<file path="config.mk">
export PLATFORM = sky130hd
export DESIGN_NAME = add_accumulator_seq_flat
export DESIGN_NICKNAME = d
export VERILOG_FILES = /design/src/rtl/add_accumulator_seq_pkg.sv /design/src/rtl/add_accumulator_seq_if.sv /design/src/rtl/add_settle_timer.sv /design/src/rtl/add_accumulator_seq.sv /design/src/flat_wrapper.sv
export SDC_FILE = /design/constraint.sdc
export NUM_CORES = 1
export LEC_CHECK = 0
export ABC_AREA = 1
export CAP_MARGIN = 20
export CORE_MARGIN = 2
export CORE_UTILIZATION = 42
export DETAILED_ROUTE_END_ITERATION = 16
export HOLD_SLACK_MARGIN = 0.15
export MAX_ROUTING_LAYER = met4
export PLACE_DENSITY = 0.73
export SLEW_MARGIN = 20
export SYNTH_ARGS = -nofsm -noshare
export SYNTH_HDL_FRONTEND = slang
export SYNTH_SLANG_ARGS = --single-unit
</file>
<file path="constraint.sdc">
create_clock -name clk -period 1.26 [get_ports clk]
set_input_delay 0.126 -clock clk [delete_from_list [all_inputs] [get_ports clk]]
set_output_delay 0.126 -clock clk [all_outputs]
set_load 0.01 [all_outputs]
</file>
<file path="src/rtl/add_accumulator_seq_pkg.sv">
// Shared types and defaults for the add_accumulator_seq block.
// Optional feature macro: ADD_ACC_SATURATE_EN (saturating accumulator on overflow).
package add_accumulator_seq_pkg;

  localparam int unsigned DefWidth        = 4;
  localparam int unsigned DefCntWidth     = 4;
  localparam int unsigned DefSettleCycles = 5;

  typedef enum logic [1:0] {
    StIdle   = 2'd0,
    StAccept = 2'd1,
    StSettle = 2'd2,
    StDone   = 2'd3
  } state_e;

  // Saturation limits for the default 4-bit width.
  localparam logic [DefWidth-1:0] SatMax = 4'b0111;
  localparam logic [DefWidth-1:0] SatMin = 4'b1000;

  // Settle counter width; a one-cycle window still needs one bit.
  function automatic int unsigned timer_width(int unsigned cycles);
    return (cycles > 1) ? $clog2(cycles) : 1;
  endfunction

endpackage

</file>
<file path="src/rtl/add_accumulator_seq_if.sv">
// Operand stream, result stream, control and adder-side signals of add_accumulator_seq.
interface add_accumulator_seq_if
  import add_accumulator_seq_pkg::*;
#(
  parameter int unsigned WIDTH     = DefWidth,
  parameter int unsigned CNT_WIDTH = DefCntWidth
) ();

  logic                 start;
  logic [CNT_WIDTH-1:0] num_terms;
  logic                 busy;

  logic                 in_valid;
  logic [WIDTH-1:0]     in_data;
  logic                 in_ready;

  logic [WIDTH-1:0]     adder_a;
  logic [WIDTH-1:0]     adder_b;
  logic [WIDTH-1:0]     adder_sum;
  logic                 adder_carryout;
  logic                 adder_overflow;

  logic                 out_valid;
  logic                 out_ready;
  logic [WIDTH-1:0]     out_result;
  logic                 out_overflow;
  logic [CNT_WIDTH-1:0] out_carry_count;

  // Environment side: drives control, operands, adder results and result acceptance.
  modport master (
    output start, num_terms, in_valid, in_data, adder_sum, adder_carryout, adder_overflow,
           out_ready,
    input  busy, in_ready, adder_a, adder_b, out_valid, out_result, out_overflow,
           out_carry_count
  );

  // Sequencer side.
  modport slave (
    input  start, num_terms, in_valid, in_data, adder_sum, adder_carryout, adder_overflow,
           out_ready,
    output busy, in_ready, adder_a, adder_b, out_valid, out_result, out_overflow,
           out_carry_count
  );

endinterface

</file>
<file path="src/rtl/add_settle_timer.sv">
// Loadable down-counter timing the settle window of gate-delayed structural logic.
// done is high while the count is zero; load takes priority over counting.
module add_settle_timer #(
  parameter int unsigned Width = 3
) (
  input  logic             clk,
  input  logic             rst_n,
  input  logic             load,
  input  logic [Width-1:0] load_value,
  input  logic             en,
  output logic             done
);

  logic [Width-1:0] cnt_q, cnt_d;

  // Next count: reload, or count down to zero and hold there.
  always_comb begin
    cnt_d = cnt_q;
    if (load) begin
      cnt_d = load_value;
    end else if (en && (cnt_q != '0)) begin
      cnt_d = cnt_q - 1'b1;
    end
  end

  // Count register.
  always_ff @(posedge clk or negedge rst_n) begin
    if (!rst_n) begin
      cnt_q <= '0;
    end else begin
      cnt_q <= cnt_d;
    end
  end

  assign done = (cnt_q == '0);

endmodule

</file>
<file path="src/rtl/add_accumulator_seq.sv">
// Sequencer/accumulator around an external gate-delayed two's-complement ripple adder.
// Each operand is registered onto the adder with the running total, the outputs are
// captured after a fixed settle window, and after num_terms operands the total is
// presented with a sticky overflow flag and a saturating carry count.
// Optional feature macro: ADD_ACC_SATURATE_EN (clamp the total on overflow).
module add_accumulator_seq
  import add_accumulator_seq_pkg::*;
#(
  parameter int unsigned WIDTH         = DefWidth,
  parameter int unsigned SETTLE_CYCLES = DefSettleCycles,
  parameter int unsigned CNT_WIDTH     = DefCntWidth
) (
  input logic                 clk,
  input logic                 rst_n,
  add_accumulator_seq_if.slave bus
);

  localparam int unsigned         TimerW     = timer_width(SETTLE_CYCLES);
  localparam logic [TimerW-1:0]   SettleLoad = TimerW'(SETTLE_CYCLES - 1);

  state_e               state_q, state_d;
  logic [WIDTH-1:0]     acc_q, acc_d;
  logic [WIDTH-1:0]     a_q, a_d;
  logic [WIDTH-1:0]     b_q, b_d;
  logic [CNT_WIDTH-1:0] terms_q, terms_d;
  logic [CNT_WIDTH-1:0] carry_q, carry_d;
  logic                 ovf_q, ovf_d;

  logic accept;
  logic settling;
  logic settle_done;

  assign accept   = (state_q == StAccept) && bus.in_valid;
  assign settling = (state_q == StSettle);

  add_settle_timer #(
    .Width (TimerW)
  ) u_settle_timer (
    .clk        (clk),
    .rst_n      (rst_n),
    .load       (accept),
    .load_value (SettleLoad),
    .en         (settling),
    .done       (settle_done)
  );

  // Next-state and datapath updates for the sequencer.
  always_comb begin
    state_d = state_q;
    acc_d   = acc_q;
    a_d     = a_q;
    b_d     = b_q;
    terms_d = terms_q;
    carry_d = carry_q;
    ovf_d   = ovf_q;

    case (state_q)
      StIdle: begin
        if (bus.start) begin
          acc_d   = '0;
          ovf_d   = 1'b0;
          carry_d = '0;
          terms_d = bus.num_terms;
          state_d = (bus.num_terms == '0) ? StDone : StAccept;
        end
      end

      StAccept: begin
        if (bus.in_valid) begin
          a_d     = acc_q;
          b_d     = bus.in_data;
          state_d = StSettle;
        end
      end

      StSettle: begin
        if (settle_done) begin
`ifdef ADD_ACC_SATURATE_EN
          // Clamp toward the sign of the running total that overflowed.
          if (bus.adder_overflow) begin
            acc_d = a_q[WIDTH-1] ? {1'b1, {(WIDTH-1){1'b0}}} : {1'b0, {(WIDTH-1){1'b1}}};
          end else begin
            acc_d = bus.adder_sum;
          end
`else
          acc_d = bus.adder_sum;
`endif
          ovf_d = ovf_q | bus.adder_overflow;
          if (bus.adder_carryout && (carry_q != '1)) begin
            carry_d = carry_q + 1'b1;
          end
          terms_d = terms_q - 1'b1;
          state_d = (terms_q == CNT_WIDTH'(1)) ? StDone : StAccept;
        end
      end

      StDone: begin
        if (bus.out_ready) begin
          state_d = StIdle;
        end
      end

      default: state_d = StIdle;
    endcase
  end

  // State and datapath registers.
  always_ff @(posedge clk or negedge rst_n) begin
    if (!rst_n) begin
      state_q <= StIdle;
      acc_q   <= '0;
      a_q     <= '0;
      b_q     <= '0;
      terms_q <= '0;
      carry_q <= '0;
      ovf_q   <= 1'b0;
    end else begin
      state_q <= state_d;
      acc_q   <= acc_d;
      a_q     <= a_d;
      b_q     <= b_d;
      terms_q <= terms_d;
      carry_q <= carry_d;
      ovf_q   <= ovf_d;
    end
  end

  assign bus.busy            = (state_q != StIdle);
  assign bus.in_ready        = (state_q == StAccept);
  assign bus.out_valid       = (state_q == StDone);
  assign bus.adder_a         = a_q;
  assign bus.adder_b         = b_q;
  // The accumulator is cleared on start, so it doubles as the held result.
  assign bus.out_result      = acc_q;
  assign bus.out_overflow    = ovf_q;
  assign bus.out_carry_count = carry_q;

endmodule

</file>
<file path="src/flat_wrapper.sv">
// flat-port wrapper written by rule: the top's interface ports become plain ports
module add_accumulator_seq_flat import add_accumulator_seq_pkg::*;
#(
  parameter int unsigned WIDTH         = DefWidth,
  parameter int unsigned SETTLE_CYCLES = DefSettleCycles,
  parameter int unsigned CNT_WIDTH     = DefCntWidth
)
  (clk, rst_n, bus_start, bus_num_terms, bus_in_valid, bus_in_data, bus_adder_sum, bus_adder_carryout, bus_adder_overflow, bus_out_ready, bus_busy, bus_in_ready, bus_adder_a, bus_adder_b, bus_out_valid, bus_out_result, bus_out_overflow, bus_out_carry_count);
  add_accumulator_seq_if #(.WIDTH(WIDTH), .CNT_WIDTH(CNT_WIDTH)) bus_i ();
  input logic clk;
  input logic rst_n;
  input wire logic [$bits(bus_i.start)-1:0] bus_start;
  input wire logic [$bits(bus_i.num_terms)-1:0] bus_num_terms;
  input wire logic [$bits(bus_i.in_valid)-1:0] bus_in_valid;
  input wire logic [$bits(bus_i.in_data)-1:0] bus_in_data;
  input wire logic [$bits(bus_i.adder_sum)-1:0] bus_adder_sum;
  input wire logic [$bits(bus_i.adder_carryout)-1:0] bus_adder_carryout;
  input wire logic [$bits(bus_i.adder_overflow)-1:0] bus_adder_overflow;
  input wire logic [$bits(bus_i.out_ready)-1:0] bus_out_ready;
  output wire logic [$bits(bus_i.busy)-1:0] bus_busy;
  output wire logic [$bits(bus_i.in_ready)-1:0] bus_in_ready;
  output wire logic [$bits(bus_i.adder_a)-1:0] bus_adder_a;
  output wire logic [$bits(bus_i.adder_b)-1:0] bus_adder_b;
  output wire logic [$bits(bus_i.out_valid)-1:0] bus_out_valid;
  output wire logic [$bits(bus_i.out_result)-1:0] bus_out_result;
  output wire logic [$bits(bus_i.out_overflow)-1:0] bus_out_overflow;
  output wire logic [$bits(bus_i.out_carry_count)-1:0] bus_out_carry_count;
  assign bus_i.start = bus_start;
  assign bus_i.num_terms = bus_num_terms;
  assign bus_i.in_valid = bus_in_valid;
  assign bus_i.in_data = bus_in_data;
  assign bus_i.adder_sum = bus_adder_sum;
  assign bus_i.adder_carryout = bus_adder_carryout;
  assign bus_i.adder_overflow = bus_adder_overflow;
  assign bus_i.out_ready = bus_out_ready;
  assign bus_busy = bus_i.busy;
  assign bus_in_ready = bus_i.in_ready;
  assign bus_adder_a = bus_i.adder_a;
  assign bus_adder_b = bus_i.adder_b;
  assign bus_out_valid = bus_i.out_valid;
  assign bus_out_result = bus_i.out_result;
  assign bus_out_overflow = bus_i.out_overflow;
  assign bus_out_carry_count = bus_i.out_carry_count;
  add_accumulator_seq #(.WIDTH(WIDTH), .SETTLE_CYCLES(SETTLE_CYCLES), .CNT_WIDTH(CNT_WIDTH)) u_core (.clk(clk), .rst_n(rst_n), .bus(bus_i));
endmodule
</file>
* Word-level counts from Yosys, hierarchy flattened *
Index checks and enable logic that the tools add are counted.

storage, ports and cells
  bits in registers = 26
  input port bits = 19
  output and inout port bits = 20
  logic and storage cells = 57

operators by class
  add/sub/neg operators = 3
  equality and inequality tests = 10
  multiplexer cells = 21
  bitwise logic cells = 1
  reduce and logical (&&, ||, !) cells = 14

operators by type and width
  kind                                                    number
  2-to-1 mux 4 bit                                        6
  one-hot mux 4 bit (2 select lines)                      3
  2-to-1 mux 2 bit                                        6
  one-hot mux 2 bit (4 select lines)                      1
  AND reduction 4 bit                                     2
  2-to-1 mux 3 bit                                        2
  inequality test 2 bit (second input constant)           3
  nonzero test 2 bit                                      3
  adder 4 x 1 -> 4 bit (second input constant)            1
  == test 2 bit (second input constant)                   2
  == test 4 x 1 -> 1 bit (second input constant)          1
  zero test 4 bit                                         1
  inequality test 2 x 1 -> 1 bit (second input constant)  2
  inequality test 4 bit (second input constant)           1
  subtractor 4 x 1 -> 4 bit (second input constant)       1
  logical AND 1 bit                                       3
  zero test 3 bit                                         1
  AND reduction 3 bit                                     1
  nonzero test 3 bit                                      1
  subtractor 3 x 1 -> 3 bit (second input constant)       1
  == test 2 x 1 -> 1 bit (second input constant)          1
  zero test 2 bit                                         1
  2-to-1 mux 1 bit                                        2
  one-hot mux 1 bit (2 select lines)                      1
  2 further kinds                                         2

* Logic depth before layout (Yosys ltp) *
Gate-level depths: netlist of the first run.

  depth after elaboration = 5
  gate-level depth with buffers = 9
  gate-level depth less buffers = 9

* Hierarchy *
Synthesis of the first run repeated with hierarchy kept, for this count alone.

unflattened totals
  cells, all modules = 190
  area, all modules = 1423.9 um2

modules (own cells, without submodules)
  module               times used  cells an instance  area an instance (um2)  sequential area each (um2)
  add_accumulator_seq  1           163                1231.2                  575.6
  add_settle_timer     1           27                 192.7                   75.1

* Worst setup path before layout of the first run *
No wires, ideal clock.

  kind = reg2reg
  start = register u_core.u_settle_timer.cnt_q[0]
  end = register u_core.terms_q[1]
  setup time = 0.127 ns
  arrival time = 1.232 ns
  data required time = 1.133 ns
  slack = -0.099 ns
  stages on the path, launching flop included = 9
  path buffers = 1
  clock period less this slack = 1.359 ns
  cells stage by stage = dfrtp_1 inv_1 ha_1 ha_1 nand3_1 nand2_2 buf_6 o211ai_1 o21ai_1

on the way
  word-level cells in the longest chain between the ends = 3

RTL lines
  what                                      RTL line                    source
  from (decl)                               add_settle_timer.sv:14      logic [Width-1:0] cnt_q, cnt_d;
  from (signal assigned)                    add_settle_timer.sv:31      cnt_q <= cnt_d;
  zero test 3 bit                           add_settle_timer.sv:35      assign done = (cnt_q == '0);
  inequality test 2 x 1 -> 1 bit (no line)  --
  AND reduction 3 bit (no line)             --
  to (signal assigned)                      add_accumulator_seq.sv:122  terms_q <= terms_d;
  to (decl)                                 add_accumulator_seq.sv:25   logic [CNT_WIDTH-1:0] terms_q, terms_d;

No other way between the ends.
A chain may end at the register's enable or synchronous reset.

* Worst setup path after layout of the first run *
  start = register u_core.u_settle_timer.cnt_q[1]
  end = register u_core.state_q[1]

on the way
  word-level cells in the longest chain between the ends = 3

RTL lines
  what                                      RTL line                    source
  zero test 3 bit                           add_settle_timer.sv:35
  inequality test 2 x 1 -> 1 bit (no line)  --
  AND reduction 4 bit (no line)             --
  to (signal assigned)                      add_accumulator_seq.sv:110  state_q <= StIdle;
  to (signal assigned)                      add_accumulator_seq.sv:118  state_q <= state_d;
  to (decl)                                 add_accumulator_seq.sv:21   state_e state_q, state_d;

No other way between the ends.

==> metrics.txt, run 1 <==
failing checks=negative setup slack; largest net degree at the start of global routing=27; Finished Cell Area=around 2300 sq um; WP buf/inv=2; Area contributors post-synth=dfrtp_1 47%, nand2_1 13%, nand3_1 6.6%, inv_1 5.5%, ha_1 4.6%; placed cell areas=1939 sq um; register bit total from synthesis=26; first drt pass iteration count=4; Syn Nets=189; detailed placement HPWL=2544 um; crit path DAT=1.62 ns; most frequent cells in the layout=36 x nand2_1, 24 x dfrtp_1, 23 x buf_4, 18 x clkdlybuf4s50_1, 16 x dlygate4sd2_1; htree depth=1; fill count=roughly 210; grt ovf=0; total CTS buffers=3; final worst slack=-0.1297 ns; diode count=0; crit-path cells=inv_2 -> ha_4 -> ha_4 -> inv_2 -> nand2_2 -> nand2_1 -> o21ai_1 -> nand2_1; antenna viol nets, final=0; Die ar.=3744 sq um; leading area contributor after synthesis=dfrtp_1; area of the multi-input gates=782.0 sq um; Peak VDD IR=0.001356 V; Gate Count Post-Synth=165; chip width=roughly 60 um; FF/Latch Area=653.1 sq um; DRC=0; final period utilization=110.3%; max incr delay on CP=0.41 ns; slowest CP cell=dfrtp_1; Slew @ Worst Pin=0.3988 ns; Initial Utilization=between 40 and 50%; Crit Path Category=flip-flop to flip-flop; Fin. Hold Viols=0; CP Data Required Time=1.49 ns; post-synthesis cell area=1374 sq um; clk buf depth=2; Slew HR=73.33%; CTS sink cnt=26; worst-path maximum fanout=3; CP Capture Type=flip-flop; MaxCap Viol Count=0; RSZ-0062 raised after global routing=yes; Final min period=1.390 ns; DR WL/cell=14.58 um; # rows=20; Max Fclk=just over 700 MHz; CP top delay family=flip-flops; startpoint types=flip-flop; Setup TNS=-1.393 ns; fin util=75.85%; area delta synth->final=69.95%; layout cells sized above 1=39.67%; CTS tree=built; CTS clk-pin slew, worst paths=0.14 ns; Starting DRT DRC Count=60; Avg Inst Size Synth=roughly 8.3 sq um; Root Buffer=clkbuf_4; Port Buffers=38; final wirelength=about 4200 um; most common cell after layout, fill and taps aside=nand2_1; GRT Overall Usage=22.07%; Vias=1426; outcome=complete, but fails checks; insertion delay to the later sink of the worst-skew pair=roughly 0.33 ns; vias in the first global route=1390; Pleak=0.001177 uW; final net count=267; routability cong.=0.8436; Core Footprint=between 3000 and 4000 sq um; final-report max-slew violation count=0; global-route wire length before repair=6030 um; Hold WC Path Type=input port to async pin; clock skew=0.009591 ns; share of the synthesized area in the top cell type=47.36%; Seq/Total Area, Yosys=47.36%; ratio of routed vias to standard cells=4.986; initial antenna violation count=0; Ports=39; final setup vio count=24; post-synth cell types=23; die height=61.19 um; Power Dens Cells=2264 nW/um^2; Yosys Warn Count=0
-- per-layer routing --
metal	wire length (um)	vias to the layer above	GRT usage (%)
met5	0	-	-
met4	108	0	5.901
met3	180	15	2.941
met2	2226	50	39.21
met1	1654	677	26.14
li1	-	684	-
-- path summary, 6_finish.rpt --
path	startpoint	endpoint	slack (ns)	depth (start not counted)
max	u_core.u_settle_timer.cnt_q[1]	u_core.state_q[1]	-0.13	8
min	rst_n	u_core.bus.adder_a[3]	0.15	2
max reg2reg	u_core.u_settle_timer.cnt_q[1]	u_core.state_q[1]	-0.13	8
min reg2reg	u_core.bus.adder_b[2]	u_core.bus.adder_b[2]	0.49	2
max in group asynchronous	rst_n	u_core.state_q[0]	0.83	2
min in group clk	bus_in_data[1]	u_core.bus.adder_b[1]	0.34	3
-- logic make-up (layout without fill, tap and decap cells) --
kind of cell	count (synthesis)	count (layout)	share of synthesized area (%)
buffers and inverters	26	102	8.743
AO/OA/AOI/OAI	21	21	9.471
flip-flops	26	26	47.36
AND/OR/NAND/NOR	87	88	29.87
adder cells (fa/ha/maj)	5	5	4.554
-- where the power goes --
part	switching (uW)	internal, uW
clock	250	177
sequential	217	1160
combinational	1780	1700
total	2250	3040
-- synthesized netlist by cell type, drive strengths merged --
| cell | count |
|---|---|
| nand2 | 51 |
| dfrtp | 26 |
| inv | 22 |
| nand3 | 18 |
| o21ai | 17 |
| nor2 | 11 |
| ha | 5 |
| buf | 4 |
| nand3b | 4 |
| o211ai | 2 |
| or2 | 2 |
| a21oi | 1 |
| nand4 | 1 |
| o22ai | 1 |
-- registers in the layout, indices dropped and copies added, names as in the netlist --
name and cells:
u_core.terms_q 4, u_core.bus.adder_a 4, u_core.bus.out_carry_count 4, u_core.state_q 2
u_core.u_settle_timer.cnt_q 3, u_core.bus.out_result 4, u_core.bus.out_overflow 1, u_core.bus.adder_b 4
-- final cells by class --
type	instances	share of cell area, %
sequential	26	27.97
multi-input combinational	114	33.49
tap	44	2.358
inverter	22	3.966
timing repair buffer	76	30.65
clock buffer	4	1.554
-- per-stage QoR --
stage | hold slack (ns) | cells | power (uW) | setup slack, ns
floorplan | -0.1696 | 165 | 2744 | 0.002272
global placement | 0.4565 | 261 | 3751 | -0.05990
detailed placement | 0.4625 | 261 | 3857 | -0.1277
CTS | 0.1724 | 277 | 4644 | -0.1048
global route | 0.1734 | 286 | 5665 | -0.1931
finish | 0.1515 | 286 | 5285 | -0.1297
-- worst register-to-register path, stage by stage (launching register included) --
cell and delay, ns:
dfrtp_1 0.41, inv_2 0.09, ha_4 0.15, ha_4 0.16, inv_2 0.05, nand2_2 0.10
nand2_1 0.08, o21ai_1 0.17, nand2_1 0.08
-- repair_timing --
item,CTS,global route
hold buffers,0,0
endpoints found under the setup margin,39,24
gates cloned,0,1
setup buffers,12,8
pin swaps,8,8
resized for setup,63,33
Note: power is estimated with default switching activity, not from simulation.
==> run 2: changes to the inputs <==
- PLACE_DENSITY: 0.73 -> 0.75
==> metrics.txt, run 2 (synthesis results as in run 1) <==
largest net degree at the start of global routing=27 (unchanged); grt ovf=0 (unchanged); Hold WC Path Type=input port to async pin; CTS sink cnt=26 (unchanged); htree depth=1 (unchanged); Ports=39 (unchanged); routability cong.=0.8669 (+2.8%); ratio of routed vias to standard cells=5.056 (+1.4%); initial antenna violation count=0 (unchanged); final net count=268 (+0.37%); GRT Overall Usage=22.95% (+0.88 points); Root Buffer=clkbuf_4; diode count=0 (unchanged); Pleak=0.001186 uW (+0.83%); first drt pass iteration count=4 (unchanged); non-filler cells, final=287 (+0.35%); final wirelength=4240 um (+1.7%); Peak VDD IR=0.001174 V (-13%); antenna viol nets, final=0 (unchanged); Max Fclk=743.4 MHz (+3.3%); sw frac=42.62% (+0.068 points); DRC=0 (unchanged); final worst slack=-0.08522 ns (+0.04444 ns); sequential power share=25.2% (-0.8 points); Placed Cells=264 (+1.1%); Vias=1451 (+1.8%); Slew @ Worst Pin=0.3680 ns (-0.03086 ns); Starting DRT DRC Count=50 (-17%); most frequent cells in the layout=30 x nand2_1, 28 x buf_4, 24 x dfrtp_1, 18 x clkdlybuf4s50_1; most common cell after layout, fill and taps aside=nand2_1; failing checks=negative setup slack; Internal Pwr Total=3123 uW (+2.8%); Power Dens Cells=2285 nW/um^2 (+0.96%); final-report max-slew violation count=0 (unchanged); # rows=20 (unchanged); total CTS buffers=3 (unchanged); outcome=complete, but fails checks; fill count=198 (-4.3%); crit path DAT=1.22 ns (-0.40 ns); clk buf depth=2 (unchanged); Core Footprint=3078 sq um (unchanged); DR WL/cell=14.77 um (+1.3%); Die ar.=3744 sq um (unchanged); final setup vio count=17 (-29%); worst-path maximum fanout=3 (unchanged); CTS tree=built; Final min period=1.345 ns (-0.04444 ns); chip width=61.19 um (unchanged); RSZ-0062 raised after global routing=yes; area delta synth->final=73.31%; Logic pwr share=66.7% (+0.8 points); Crit Path Category=flip-flop to output pin; CP Capture Type=output pin; layout cells sized above 1=42.39% (+2.7 points); Initial Utilization=44.63% (unchanged); final period utilization=106.8% (-3.5 points); # hold bufs at CTS=0 (unchanged); power after layout=5442 uW (+3.0%); CP Data Required Time=1.13 ns (-0.36 ns); MaxCap Viol Count=0 (unchanged); CTS clk-pin slew, worst paths=0.15 ns (about the same); clock share of power=8.1% (about the same); detailed placement HPWL=2574 um (+1.2%); vias in the first global route=1426 (+2.6%); startpoint types=flip-flop; Slew HR=75.39% (+2.1 points); sw power=2319 uW (+3.1%); insertion delay to the later sink of the worst-skew pair=0.34 ns (about the same); die height=61.19 um (unchanged); clock skew=0.009731 ns (+0.0001399 ns); Fin. Hold Viols=0 (unchanged); Port Buffers=38 (unchanged); global-route wire length before repair=6072 um (+0.70%)
## run 2: worst max-delay path: stages, from the launching register on
cell and delay (ns):
dfrtp_2 0.44, buf_4 0.14, nor2_4 0.11, inv_1 0.05, buf_2 0.13
## run 2: area by class of cell
cell class | count | area [sq um] | area share (%)
clock buffer | 4 | 36.28 | 1.524
inverter | 22 | 95.09 | 3.994
multi-input combinational | 114 | 824.5 | 34.63
sequential | 26 | 653.1 | 27.43
tap | 44 | 55.05 | 2.312
timing repair buffer | 77 | 716.9 | 30.11
## run 2: path summary, 6_finish.rpt
check,depth (start not counted),to,from,slack [ns]
max reg2reg,8,u_core.bus.out_overflow,u_core.u_settle_timer.cnt_q[0],-0.09
max,4,bus_busy,u_core.state_q[1],-0.09
min in group clk,3,u_core.bus.adder_b[3],bus_in_data[3],0.35
min reg2reg,2,u_core.bus.adder_b[2],u_core.bus.adder_b[2],0.50
max in group asynchronous,2,u_core.bus.out_carry_count[0],rst_n,0.84
min,2,u_core.bus.adder_a[0],rst_n,0.13
## run 2: routing by layer
layer	up-vias	GRT usage (%)	part of all wire (%)
met5	-	-	0
met4	0	9.317	2.2
met3	9	3.151	4.8
met2	50	41.34	53
met1	706	25.23	40
li1	686	-	-
## run 2: metrics by stage
stage / cell area (sq um) / setup TNS, ns / hold WS, ns / setup slack (ns) / util [%]
after floorplan: 1394 / 0 / -0.1696 / 0.002272 / -
after global placement: 1974 / -0.2857 / 0.4524 / -0.04349 / 64.15
after detailed placement: 1974 / -1.062 / 0.4651 / -0.1049 / 64.15
after CTS: 2206 / -0.3314 / 0.1509 / -0.06885 / 71.67
after global routing: 2381 / -2.154 / 0.1626 / -0.1637 / 77.36
final: 2381 / -0.6276 / 0.1350 / -0.08522 / 77.36
## run 2: timing repair
action                                 CTS  global route
endpoints found under the hold margin    0             0
buffers inserted                        15             3
setup endpoints to repair               42            26
cloned                                   0             1
gates resized for setup                 66            39
pin swaps                                6             7
## run 2: power groups by stage
stage          Sequential [uW]  Clock [uW]  Combinational [uW]
6_report                  1370         443                3630
5_1_grt                   1400         492                3910
4_1_cts                   1340         450                3040
3_5_place_dp              1420           0                2530
3_3_place_gp              1400           0                2440
2_1_floorplan             1450           0                1300
==> run 3: changes to the inputs <==
- CORE_UTILIZATION: 42 -> 43
- SLEW_MARGIN: 20 -> unset
- SYNTH_HIERARCHICAL: unset -> 1
==> metrics.txt, run 3 <==
Die ar.=3788 sq um (+1.2%); top-count cell post-synth=nand2_1; DR WL/cell=15.79 um (+6.9%); CTS clk-pin slew, worst paths=0.15 ns (about the same); total CTS buffers=3 (unchanged); R2R Setup Slk=-0.21 ns (-0.13 ns); outcome=complete, but fails checks; area delta synth->final=72.58%; layout cells sized above 1=37.88% (-4.5 points); register bit total from synthesis=26 (unchanged); final setup vio count=29 (+12); Power Dens Cells=2269 nW/um^2 (-0.71%); FFs w/ async S/R, synth=100.0% (unchanged); CTS sink cnt=26 (unchanged); Hold WC Path Type=input port to async pin; Vias=1589 (+9.5%); CTS tree=built; crit path DAT=1.71 ns (+0.49 ns); die height=61.55 um (+0.58%); crit path launch=u_core/state_q[0]; CP endpoint=u_core/terms_q[0]; Gate Count Post-Synth=190 (+15%); diode count=0 (unchanged); Ports=39 (unchanged); CP Capture Type=flip-flop; Final min period=1.472 ns (+0.1270 ns); cells on worst reg2reg path=8 (unchanged); chip width=61.55 um (+0.58%); post-synth cell types=19 (-17%); slowest CP cell=dfrtp_2; clock skew=0.006255 ns (-0.003476 ns); largest net degree at the start of global routing=27 (unchanged); Crit Path Category=flip-flop to flip-flop; crit-path cells=buf_6 -> buf_6 -> nor2_4 -> inv_2 -> nand2_1 -> o21ai_1 -> nand2_1 -> o21ai_2; Root Buffer=clkbuf_4; Main synth FF type=dfrtp_1; Seq/Total Area, Yosys=45.69% (-1.7 points); insertion delay to the later sink of the worst-skew pair=0.33 ns (about the same); DP Worst Slack=-0.1129 ns (-0.008079 ns); clk buf depth=2 (unchanged); # hold bufs at CTS=0 (unchanged); RSZ-0062 raised after global routing=yes; Area contributors post-synth=dfrtp_1 46%, nand2_1 17%, inv_1 7.4%, nand3_1 6.0%, o21ai_0 5.3%; MaxCap Viol Count=0 (unchanged); Pleak=0.001312 uW (+11%); most frequent cells in the layout=41 x nand2_1, 24 x dfrtp_1, 21 x inv_1; final net count=289 (+7.8%); most common cell after layout, fill and taps aside=nand2_1; CP Data Required Time=1.50 ns (+0.37 ns); ratio of routed vias to standard cells=5.159 (+2.0%); fin util=79.19% (+1.8 points); hold_ws=0.1464 ns (+0.01140 ns); DRC=0 (unchanged); initial antenna violation count=0 (unchanged); # rows=20 (unchanged); final period utilization=116.8% (+10 points); Post-synth EDFFs=0 (unchanged); end of the worst register-to-register path=u_core/terms_q[0]; Finished Cell Area=2457 sq um (+3.2%); share of the synthesized area in the top cell type=45.69% (-1.7 points); final wirelength=4864 um (+15%); Reg2Reg Launch Point=u_core/state_q[0]; routability cong.=0.8789 (+1.4%); Avg Inst Size Synth=7.494 sq um (-10%); post-synthesis cell area=1424 sq um (+3.6%); global-route wire length before repair=5954 um (-1.9%); failing checks=negative setup slack; GRT Overall Usage=22.02% (-0.93 points); Starting DRT DRC Count=128 (+160%); max incr delay on CP=0.49 ns (+0.05 ns); grt ovf=0 (unchanged); fill count=189 (-4.5%); startpoint types=flip-flop; Setup TNS=-4.624 ns (-3.997 ns); Core Footprint=3103 sq um (+0.81%); Post-synth top cells=65 x nand2_1, 28 x inv_1, 26 x dfrtp_1; Peak VDD IR=0.001113 V (-5.2%); vias in the first global route=1405 (-1.5%); first drt pass iteration count=4 (unchanged); htree depth=1 (unchanged); Max Fclk=679.2 MHz (-8.6%); leading area contributor after synthesis=dfrtp_1; Fin. Hold Viols=0 (unchanged); worst-path maximum fanout=5 (+2); detailed placement HPWL=2359 um (-8.4%); final worst slack=-0.2123 ns (-0.1270 ns); final-report max-slew violation count=0 (unchanged); placed cell areas=1964 sq um (-0.51%); Port Buffers=38 (unchanged); Yosys Warn Count=6 (+6); Initial Utilization=45.89% (+1.3 points); antenna viol nets, final=0 (unchanged)
-- run 3: layer usage --
layer  wire, um  part of all wire, %  up-vias  track usage (%)
met3        289                  5.9       21            3.571
met5          0                    0        -                -
met2       2438                   50       69            37.14
met4        195                  4.0        0            8.207
li1           -                    -      731                -
met1       1941                   40      768            26.36
-- run 3: report_power, final --
group	internal [uW]	total, uW	switching (uW)	leakage (uW)
sequential	1130	1360	235	0.000336
clock	322	583	262	0.0000279
combinational	1690	3630	1940	0.000949
-- run 3: cell families after synthesis --
kind of cell             synth area share [%]
AO/OA/AOI/OAI                           6.591
XOR/XNOR                                1.230
adder cells (fa/ha/maj)                 4.394
buffers and inverters                   10.81
flip-flops                              45.69
other                                  0.5274
AND/OR/NAND/NOR                         30.76
-- run 3: area by class of cell --
cell class	count	area (sq um)	area share, %
inverters	30	132.6	5.397
flip-flops and latches	26	653.1	26.58
multi-input cells	132	877.1	35.69
repair buffers	72	686.9	27.95
clock buffers	3	22.52	0.9165
well taps	44	55.05	2.240
clock inverters	1	30.03	1.222
-- run 3: worst min path at each step --
stage	slack, ns	end	depth (start not counted)
after floorplan	-0.17	u_core/bus.adder_a[0]	0
after global placement	0.46	u_core/bus.adder_b[1]	2
after detailed placement	0.47	u_core/bus.adder_a[3]	2
after CTS	0.15	u_core/bus.adder_b[1]	2
after global routing	0.16	u_core/bus.adder_b[2]	2
final	0.15	u_core/terms_q[0]	2
-- run 3: worst max-delay path, delay by kind of cell (launching register included) --
| kind | cells | cell delay [ns] |
|---|---|---|
| AOI/OAI and AO/OA | 2 | 0.15 |
| buffers and inverters | 3 | 0.36 |
| DFF | 1 | 0.49 |
| and+or+nand+nor | 3 | 0.38 |
-- run 3: per-stage QoR --
step	cells	total power, uW
after floorplan	191	2717
after global placement	285	3616
after detailed placement	285	3645
after CTS	304	4717
after global routing	308	5896
final	308	5576
-- run 3: repair_timing --
item,in CTS,in global routing
setup buffers,14,3
gates resized for setup,72,57
setup endpoints to repair,46,29
cloned,1,1
pin swaps,15,18
endpoints found under the hold margin,0,0
